--- config.mk ---
export PLATFORM = sky130hd
export DESIGN_NAME = bratcr_ctrl
export DESIGN_NICKNAME = d
export VERILOG_FILES = /design/src/rtl/rtl_constants.sv /design/src/rtl/bratcr_free_pick.sv /design/src/rtl/bratcr_ctrl.sv
export SDC_FILE = /design/constraint.sdc
export NUM_CORES = 1
export LEC_CHECK = 0
export CAP_MARGIN = 5
export CORE_ASPECT_RATIO = 0.6
export CORE_MARGIN = 10
export CORE_UTILIZATION = 48
export CTS_BUF_LIST = sky130_fd_sc_hd__clkbuf_16
export DETAILED_ROUTE_END_ITERATION = 16
export GPL_TIMING_DRIVEN = 0
export PLACE_DENSITY = 0.79
export SYNTH_ARGS = -nofsm -noshare
export SYNTH_HDL_FRONTEND = slang
export SYNTH_SLANG_ARGS = --single-unit
--- constraint.sdc ---
create_clock -name clk -period 12.25 [get_ports clk]
set_input_delay 3.0625 -clock clk [delete_from_list [all_inputs] [get_ports clk]]
set_output_delay 3.0625 -clock clk [all_outputs]
set_load 0.03 [all_outputs]
--- src/rtl/rtl_constants.sv ---
// Shared sizing, FSM states and per-entry metadata for the BRATCR checkpoint controller.
package rtl_constants;

    localparam int ISSUE_WIDTH_MAX     = 2;
    localparam int BRATCR_NUM_ETY      = 4;
    localparam int BRATCR_NUM_ETY_CLOG = $clog2(BRATCR_NUM_ETY);
    localparam int ROB_SIZE_CLOG       = 5;

    typedef enum logic [1:0] {
        IDLE     = 2'd0,
        RESTORE  = 2'd1,
        WAIT_ACK = 2'd2
    } bratcr_state_e;

    typedef struct packed {
        logic                     valid;
        logic [ROB_SIZE_CLOG-1:0] robid;
    } bratcr_meta_t;

    // Distance from the ROB head; wraps naturally in ROB_SIZE_CLOG bits.
    function automatic logic [ROB_SIZE_CLOG-1:0] rob_age(
        input logic [ROB_SIZE_CLOG-1:0] robid,
        input logic [ROB_SIZE_CLOG-1:0] head
    );
        return robid - head;
    endfunction

endpackage

--- src/rtl/bratcr_free_pick.sv ---
// Priority encoder: lowest ISSUE_WIDTH_MAX free checkpoint ids (slot order) plus free-entry count.
module bratcr_free_pick
    import rtl_constants::*;
(
    input  logic [BRATCR_NUM_ETY-1:0]                      free_vec,
    output logic [ISSUE_WIDTH_MAX*BRATCR_NUM_ETY_CLOG-1:0] pick_id,
    output logic [BRATCR_NUM_ETY_CLOG:0]                   free_cnt
);

    localparam int NE = BRATCR_NUM_ETY;
    localparam int CW = BRATCR_NUM_ETY_CLOG;
    localparam int IW = ISSUE_WIDTH_MAX;

    logic [NE-1:0] avail;
    logic          found;

    always_comb begin
        avail    = free_vec;
        pick_id  = '0;
        free_cnt = '0;
        found    = 1'b0;
        for (int i = 0; i < NE; i++) begin
            free_cnt = free_cnt + {{CW{1'b0}}, free_vec[i]};
        end
        // Each pick consumes its id so the next pick finds the next-lowest one.
        for (int s = 0; s < IW; s++) begin
            found = 1'b0;
            for (int i = 0; i < NE; i++) begin
                if (!found && avail[i]) begin
                    found               = 1'b1;
                    pick_id[s*CW +: CW] = CW'(i);
                    avail[i]            = 1'b0;
                end
            end
        end
    end

endmodule

--- src/rtl/bratcr_ctrl.sv ---
// Checkpoint allocation, free-on-resolve and mispredict recovery sequencing for the FRAT copies.
module bratcr_ctrl
    import rtl_constants::*;
(
    input  logic                                           clk,
    input  logic                                           rst,
    input  logic [ISSUE_WIDTH_MAX-1:0]                     ckpt_req_id,
    input  logic [ISSUE_WIDTH_MAX*ROB_SIZE_CLOG-1:0]       robid_id,
    input  logic [ROB_SIZE_CLOG-1:0]                       rob_head_ptr,
    input  logic                                           resolve_val,
    input  logic [BRATCR_NUM_ETY_CLOG-1:0]                 resolve_ckpt_id,
    input  logic                                           resolve_mispred,
    input  logic                                           rob_flush_ack,
    input  logic                                           full_flush,
    output logic [ISSUE_WIDTH_MAX-1:0]                     ckpt_gnt_id,
    output logic [ISSUE_WIDTH_MAX*BRATCR_NUM_ETY_CLOG-1:0] ckpt_id_id,
    output logic                                           rename_stall,
    output logic                                           restore_val,
    output logic [BRATCR_NUM_ETY_CLOG-1:0]                 restore_ckpt_id,
    output logic [BRATCR_NUM_ETY-1:0]                      ckpt_valid
);

    localparam int NE = BRATCR_NUM_ETY;
    localparam int CW = BRATCR_NUM_ETY_CLOG;
    localparam int IW = ISSUE_WIDTH_MAX;
    localparam int RW = ROB_SIZE_CLOG;

    bratcr_state_e state_reg, state_next;
    logic [CW-1:0] lat_id_reg, lat_id_next;
    logic [RW-1:0] lat_age_reg, lat_age_next;

    logic [NE-1:0]    valid_vec;
    logic [NE*RW-1:0] age_flat;
    logic [NE-1:0]    free_vec;
    logic [IW*CW-1:0] pick_id;
    logic [CW:0]      free_cnt;
    logic [CW:0]      req_cnt;
    logic             alloc_ok;
    logic             res_valid;
    logic [RW-1:0]    res_age;
    logic             mispred_hit;
    logic             free_hit;
    int               rank;

    assign free_vec   = ~valid_vec;
    assign ckpt_valid = valid_vec;

    bratcr_free_pick u_free_pick (
        .free_vec (free_vec),
        .pick_id  (pick_id),
        .free_cnt (free_cnt)
    );

    assign res_valid   = valid_vec[resolve_ckpt_id];
    assign res_age     = age_flat[resolve_ckpt_id*RW +: RW];
    assign mispred_hit = resolve_val & resolve_mispred & res_valid;
    assign free_hit    = resolve_val & ~resolve_mispred & res_valid;

    // All-or-nothing allocation; a mispredict or flush in the same cycle wins over rename.
    always_comb begin
        req_cnt = '0;
        for (int s = 0; s < IW; s++) begin
            req_cnt = req_cnt + {{CW{1'b0}}, ckpt_req_id[s]};
        end
        alloc_ok = rst && (state_reg == IDLE) && !full_flush && !mispred_hit
                   && (free_cnt >= req_cnt);
        ckpt_gnt_id = '0;
        ckpt_id_id  = '0;
        rank        = 0;
        for (int s = 0; s < IW; s++) begin
            if (ckpt_req_id[s]) begin
                if (alloc_ok) begin
                    ckpt_gnt_id[s]         = 1'b1;
                    ckpt_id_id[s*CW +: CW] = pick_id[rank*CW +: CW];
                end
                rank = rank + 1;
            end
        end
    end

    assign rename_stall    = rst && ((state_reg != IDLE) || ((|ckpt_req_id) && !alloc_ok));
    assign restore_val     = (state_reg == RESTORE);
    assign restore_ckpt_id = lat_id_reg;

    always_comb begin
        state_next   = state_reg;
        lat_id_next  = lat_id_reg;
        lat_age_next = lat_age_reg;
        case (state_reg)
            IDLE: begin
                if (mispred_hit) begin
                    lat_id_next  = resolve_ckpt_id;
                    lat_age_next = res_age;
                    state_next   = RESTORE;
                end
            end
            RESTORE: state_next = WAIT_ACK;
            WAIT_ACK: begin
                // Only an older live branch can supersede the recovery already under way.
                if (mispred_hit && (res_age < lat_age_reg)) begin
                    lat_id_next  = resolve_ckpt_id;
                    lat_age_next = res_age;
                    state_next   = RESTORE;
                end else if (rob_flush_ack) begin
                    state_next = IDLE;
                end
            end
            default: state_next = IDLE;
        endcase
        if (full_flush) begin
            state_next = IDLE;
        end
    end

    always_ff @(posedge clk) begin
        if (!rst) begin
            state_reg   <= IDLE;
            lat_id_reg  <= '0;
            lat_age_reg <= '0;
        end else begin
            state_reg   <= state_next;
            lat_id_reg  <= lat_id_next;
            lat_age_reg <= lat_age_next;
        end
    end

    for (genvar gi = 0; gi < NE; gi++) begin : g_ety
        bratcr_meta_t  meta_reg;
        logic          alloc_hit;
        logic [RW-1:0] alloc_robid;
        logic          kill;
        logic          freed;

        always_comb begin
            alloc_hit   = 1'b0;
            alloc_robid = '0;
            for (int s = 0; s < IW; s++) begin
                if (ckpt_gnt_id[s] && (ckpt_id_id[s*CW +: CW] == CW'(gi))) begin
                    alloc_hit   = 1'b1;
                    alloc_robid = robid_id[s*RW +: RW];
                end
            end
        end

        assign kill  = (state_reg == RESTORE) &&
                       ((lat_id_reg == CW'(gi)) || (age_flat[gi*RW +: RW] > lat_age_reg));
        assign freed = free_hit && (resolve_ckpt_id == CW'(gi));

        always_ff @(posedge clk) begin
            if (!rst) begin
                meta_reg <= '0;
            end else if (full_flush) begin
                meta_reg.valid <= 1'b0;
            end else if (alloc_hit) begin
                meta_reg.valid <= 1'b1;
                meta_reg.robid <= alloc_robid;
            end else if (kill || freed) begin
                meta_reg.valid <= 1'b0;
            end
        end

        assign valid_vec[gi]          = meta_reg.valid;
        assign age_flat[gi*RW +: RW]  = rob_age(meta_reg.robid, rob_head_ptr);
    end

endmodule

# --- Word-level counts from Yosys, hierarchy flattened ---
# Cells that the tools add are included.
op_classes:
  eq_ne: 17
  n_reduce_logical: 64
  n_mux: 58
  n_shift: 2
  div: 0
  bitwise: 8
  n_mul: 1
  order_cmp: 7
  add_sub_neg: 8
ops:
  columns: ["operator", "n"]
  rows:
  - ["5-bit two-way mux", 10]
  - ["4-bit by 32-bit variable part select with 2-bit output", 1]
  - ["1-bit two-way mux", 31]
  - ["1-bit logical AND", 28]
  - ["2-bit two-way mux", 13]
  - ["5-bit greater-than comparator", 4]
  - ["20-bit by 6-bit variable part select with 5-bit output", 1]
  - ["5-bit subtractor", 4]
  - ["2-bit == test, second input constant", 9]
  - ["2-bit nonzero test", 6]
  - ["2-bit by 1-bit == test with 1-bit output, second input constant", 5]
  - ["2-bit zero test", 5]
  - ["5-bit case mux with 2 select lines", 1]
  - ["2-bit AND reduction", 5]
  - ["1-bit logical OR", 9]
  - ["1-bit zero test", 8]
  - ["3-bit by 1-bit adder with 3-bit output", 2]
  - ["2-bit case mux with 3 select lines", 1]
  - ["5-bit less-than comparator", 1]
  - ["2-bit by 3-bit multiplier with 5-bit output, second input constant", 1]
  - ["1-bit by 1-bit adder with 2-bit output", 2]
  - ["1-bit bitwise AND", 4]
  - ["2-bit inequality test, second input constant", 2]
  - ["4-bit inverter", 1]
  - ["8 further kinds", 11]
totals:
  regBits: 33
  wordCells: 176
  mem_count: 0
  latch_bits: 0
  ram_bits: 0
  mem_bits_ro: 0

# --- Longest topological paths before layout ---
logic_depth:
  word_depth: 20
  mapped_depth: 17
  mapped_depth_nobuf: 16

# --- By module ---
# A second synthesis with hierarchy kept.
hier_totals:
  cells_unflattened: 398
  area_unflattened_um2: 3380.7
modules_own_cells:
  columns: ["module", "area_per_inst_um2", "cells_each", "instances"]
  rows:
  - ["bratcr_ctrl", 3205.6, 375, 1]
  - ["bratcr_free_pick", 175.2, 23, 1]

# --- Least setup slack after synthesis ---
# OpenSTA, ideal clock, no wires.
synth_path:
  path_kind: "input port to output port"
  start: "input resolve_ckpt_id[0]"
  end: "output ckpt_id_id[3]"
  stages: 5
  arrival_time_ns: 5.235
  path_slack_ns: 3.953
  cell_sequence: "buf_6 mux4_2 and3_4 nor3_1 and2_1"
synth_via:
  elab_chain_len: 8
synth_rtl:
  columns: ["element", "line_no", "source"]
  rows:
  - ["start, declared", "bratcr_ctrl.sv:11", "input logic [BRATCR_NUM_ETY_CLOG-1:0] resolve_ckpt_id,"]
  - ["1-bit binary-select mux with 2-bit select", "bratcr_ctrl.sv:54", "assign res_valid = valid_vec[resolve_ckpt_id];"]
  - ["1-bit two-way mux (implied by the code)", "bratcr_ctrl.sv:54", null]
  - ["1-bit bitwise AND", "bratcr_ctrl.sv:56", "assign mispred_hit = resolve_val & resolve_mispred & res_valid;"]
  - ["1-bit zero test", "bratcr_ctrl.sv:65", "alloc_ok = rst && (state_reg == IDLE) && !full_flush && !mispred_hit"]
  - ["1-bit logical AND", "bratcr_ctrl.sv:65", null]
  - ["1-bit logical AND", "bratcr_ctrl.sv:66", "&& (free_cnt >= req_cnt);"]
  - ["2-bit two-way mux", "bratcr_ctrl.sv:72", "if (alloc_ok) begin"]
  - ["2-bit two-way mux", "bratcr_ctrl.sv:71", "if (ckpt_req_id[s]) begin"]
  - ["end, declared", "bratcr_ctrl.sv:16", "output logic [ISSUE_WIDTH_MAX*BRATCR_NUM_ETY_CLOG-1:0] ckpt_id_id,"]
# No other way between the ends. The select of a mux whose other input is x is not followed.

# --- Worst setup path after layout ---
layout_path:
  start: "input ckpt_req_id[0]"
  end: "output ckpt_id_id[3]"
layout_via:
  elab_chain_len: 5
layout_rtl:
  columns: ["element", "line_no", "source"]
  rows:
  - ["start, declared", "bratcr_ctrl.sv:7", "input logic [ISSUE_WIDTH_MAX-1:0] ckpt_req_id,"]
  - ["1-bit by 1-bit adder with 2-bit output", "bratcr_ctrl.sv:63", "req_cnt = req_cnt + {{CW{1'b0}}, ckpt_req_id[s]};"]
  - ["3-bit by 2-bit >= comparator with 1-bit output", "bratcr_ctrl.sv:66", null]
  - ["1-bit logical AND", "bratcr_ctrl.sv:66", null]
  - ["2-bit two-way mux *", "bratcr_ctrl.sv:72", null]
  - ["2-bit two-way mux *", "bratcr_ctrl.sv:71", null]
# Mark *: on every way between the ends. The rest lies on a longest branch, timed or not.

==> summary.txt <==
GRT
  • Largest net degree at the start of global routing: 12
  • Vias in the first global route: 2,639
  • First-pass GRT wire length: 13.4 mm
  • Gr usage total: 0.161
  • Initial antenna violation count: 0
  • Gr ovfl total: 0

Clock network
  • Cts hold-fix bufs: 0
  • CTS buffer count: 5
  • Clock slew at the register clock pins of the worst setup and hold paths: 0.05 ns
  • Clk root buf: clkbuf_16
  • # clock sinks: 33
  • Setup Buffers After CTS: 0
  • H-tree level count: 2
  • CTS Buffer Depth: 2
  • CTS tree: built
  • Latest clock arrival within the worst-skew pair: about 0.28 ns
  • Post-CTS Resized: 0

Synthesis
  • Async S/R FF share, synth: 0
  • Mapped cell area: 0.00313 mm²
  • Yosys warnings: 0
  • EDFF count, synth: 0
  • Top-area cell type share of the netlist area: 0.211
  • Post-Synthesis Cells: roughly 350
  • Synth area leader: dfxtp_1
  • Ranking of synthesized cells by area: dfxtp_1 (21%), ha_1 (19%), mux2i_1 (8.0%)
  • Syn nets: about 430
  • Commonest cells post-synth: ha_1 (48), a21oi_1 (39), inv_1 (34)
  • Unique cell type count in the Yosys netlist: 52
  • Ys flop type: dfxtp_1
  • Post-Syn Area per Cell: 8.88 µm²
  • #FFs+latches synth: 33
  • Post-synthesis sequential area ratio: 0.211
  • Top-count cell post-synth: ha_1

Die
  • Die area: 0.0103 mm²
  • DIE HEIGHT: 82.6 µm
  • Die width: 124 µm
  • Core Region: about 0.0062 mm²
  • I/O pin cnt: 39
  • Rows: 22
  • Initial Utilization: 0.504

STA
  • Peak Freq: about 0.11 GHz
  • Worst slew margin: 0.462
  • Final worst path period share: 0.756
  • Final slew viol count: 0
  • Slew @ Worst Pin: 0.800 ns
  • Fin. Hold Viols: 0
  • Setup ws final: 2.99 ns
  • RSZ-0062 raised after global routing: false
  • Fin Setup TNS: 0 ns
  • Final setup fails: 0
  • Layout Skew: approximately 0.008 ns
  • Min Tclk post-route: 9.26 ns

Routing
  • Routed WL: 8.25 mm
  • ANT nets after route: 0
  • DRC Markers: 0
  • Via density: 5.66
  • DR vias: 2,729
  • 1st-pass router iterations: 4
  • WL/cell: 17.1 µm
  • DRT iter0 DRCs: 216

Power and ir drop
  • Pwr Density: 91.8 mW/mm²
  • Int Pwr: around 0.24 mW
  • Clock power share: 0.355
  • Sw frac: 0.315
  • Sequential Power Share: 0.329
  • Comb power frac: 0.316
  • Worst VDD drop: just under 0.06 mV
  • Leak pwr: between 1.5 and 2 nW
  • Switching Power: 0.109 mW

Status
  • Status: complete, no violations

Setup path
  • WP data required: about 9 ns
  • CP arrival: 6.20 ns
  • Startpoint types: input pin
  • Setup crit end kind: primary output
  • Critical path class: in2out
  • Reg2reg start: g_ety[2].meta_reg[0]
  • Setup crit start: ckpt_req_id[0]
  • CP Max Fanout: 7

Placement
  • Place WS: approximately 3.0 ns
  • Port Buffers: 37
  • HPWL Detailed: 6.80 mm
  • GP Congestion: 0.996

Hold path
  • Worst Hold Class: reg2reg
  • Hold_sp: lat_age_reg[2]

Finish
  • NumNets Final: roughly 480
  • # diodes: 0
  • Fillers: 544
  • Layout cells sized above 1: 0.0804
  • Max FFs per register: 20
  • Layout area overhead: 19.7%

Flow run
  • Max_cap viols: 0
## metal layers
layer / vias to the layer above / GRT usage / wire [µm] / share of wire
li1: 1359 / - / - / -
met1: 1274 / 0.229 / 4100 / 0.50
met2: 86 / 0.235 / 3320 / 0.40
met3: 10 / 0.0452 / 744 / 0.090
met4: 0 / 0.0347 / 96 / 0.012
met5: - / 0 / 0 / 0
## cells in the final DEF, fill, tap and decap left out, types with 4 or more instances in the layout
cell | synthesis | routed
ha_1 | 48 | 48
a21oi_1 | 39 | 39
clkdlybuf4s50_1 | 0 | 37
inv_1 | 34 | 34
dfxtp_1 | 33 | 33
o21ai_0 | 26 | 26
mux2i_1 | 25 | 25
a21o_1 | 11 | 11
xnor2_1 | 11 | 11
nor2_1 | 10 | 10
nand2_1 | 10 | 10
xor2_1 | 6 | 6
nand2b_1 | 6 | 6
clkbuf_1 | 6 | 6
nor2b_1 | 6 | 6
nand3_1 | 6 | 6
fa_1 | 6 | 6
nor3_1 | 5 | 5
a211oi_1 | 5 | 5
buf_4 | 5 | 5
clkbuf_16 | 0 | 5
a31oi_1 | 4 | 4
and2_1 | 4 | 4
## final timing paths
kind / cells after the start / end / slack (ns)
min reg2reg: 2 / lat_age_reg[2] / 0.50
min: 2 / lat_age_reg[2] / 0.50
max reg2reg: 17 / lat_age_reg[4] / 8.21
max: 9 / ckpt_id_id[3] / 2.99
## critical path: stages
cell and delay [ns]:
clkdlybuf4s50_1 0.63, inv_1 0.13, ha_1 0.32, ha_1 0.27, or2b_2 0.09, a31oi_1 0.13, nor3_1 0.68, and2_1 0.22
clkdlybuf4s50_1 0.67
## layout make-up
class	count	area, µm²	area share
multi-input combinational	268	2230	0.594
sequential	33	661	0.176
timing repair buffer	37	370	0.0987
inverter	35	131	0.0350
clock buffer	5	125	0.0333
buffer	17	113	0.0300
tap	84	105	0.0280
clock inverter	3	17.5	0.00467
## logic make-up (layout without fill, tap and decap cells)
family | after synthesis | count (layout) | share of synthesized area
buffers and inverters | 52 | 97 | 0.0778
muxes | 30 | 30 | 0.119
xor gates and xnor gates | 17 | 17 | 0.0475
AOI/OAI and AO/OA | 102 | 102 | 0.194
DFF | 33 | 33 | 0.211
adders and majority gates | 54 | 54 | 0.230
and+or+nand+nor | 65 | 65 | 0.120
## per-stage QoR
| step | instances | utilization | hold WS [ns] | cell area (µm²) | total power [mW] |
|---|---|---|---|---|---|
| 4_1_cts | 482 | 0.603 | 0.502 | 3750 | 0.346 |
| 2_1_floorplan | 353 | - | 0.460 | 3130 | 0.188 |
| 3_3_place_gp | 474 | 0.580 | 0.476 | 3610 | 0.219 |
| 6_report | 482 | 0.603 | 0.500 | 3750 | 0.345 |
| 5_1_grt | 482 | 0.603 | 0.533 | 3750 | 0.363 |
| 3_5_place_dp | 474 | 0.580 | 0.490 | 3610 | 0.222 |
## power groups by stage
stage / registers [mW] / logic (mW) / clock network (mW)
2_1_floorplan: 0.115 / 0.0729 / 0
6_report: 0.113 / 0.109 / 0.122
5_1_grt: 0.114 / 0.121 / 0.128
3_3_place_gp: 0.116 / 0.103 / 0
3_5_place_dp: 0.116 / 0.107 / 0
4_1_cts: 0.113 / 0.107 / 0.125
Note: power is estimated with default switching activity, not from simulation.
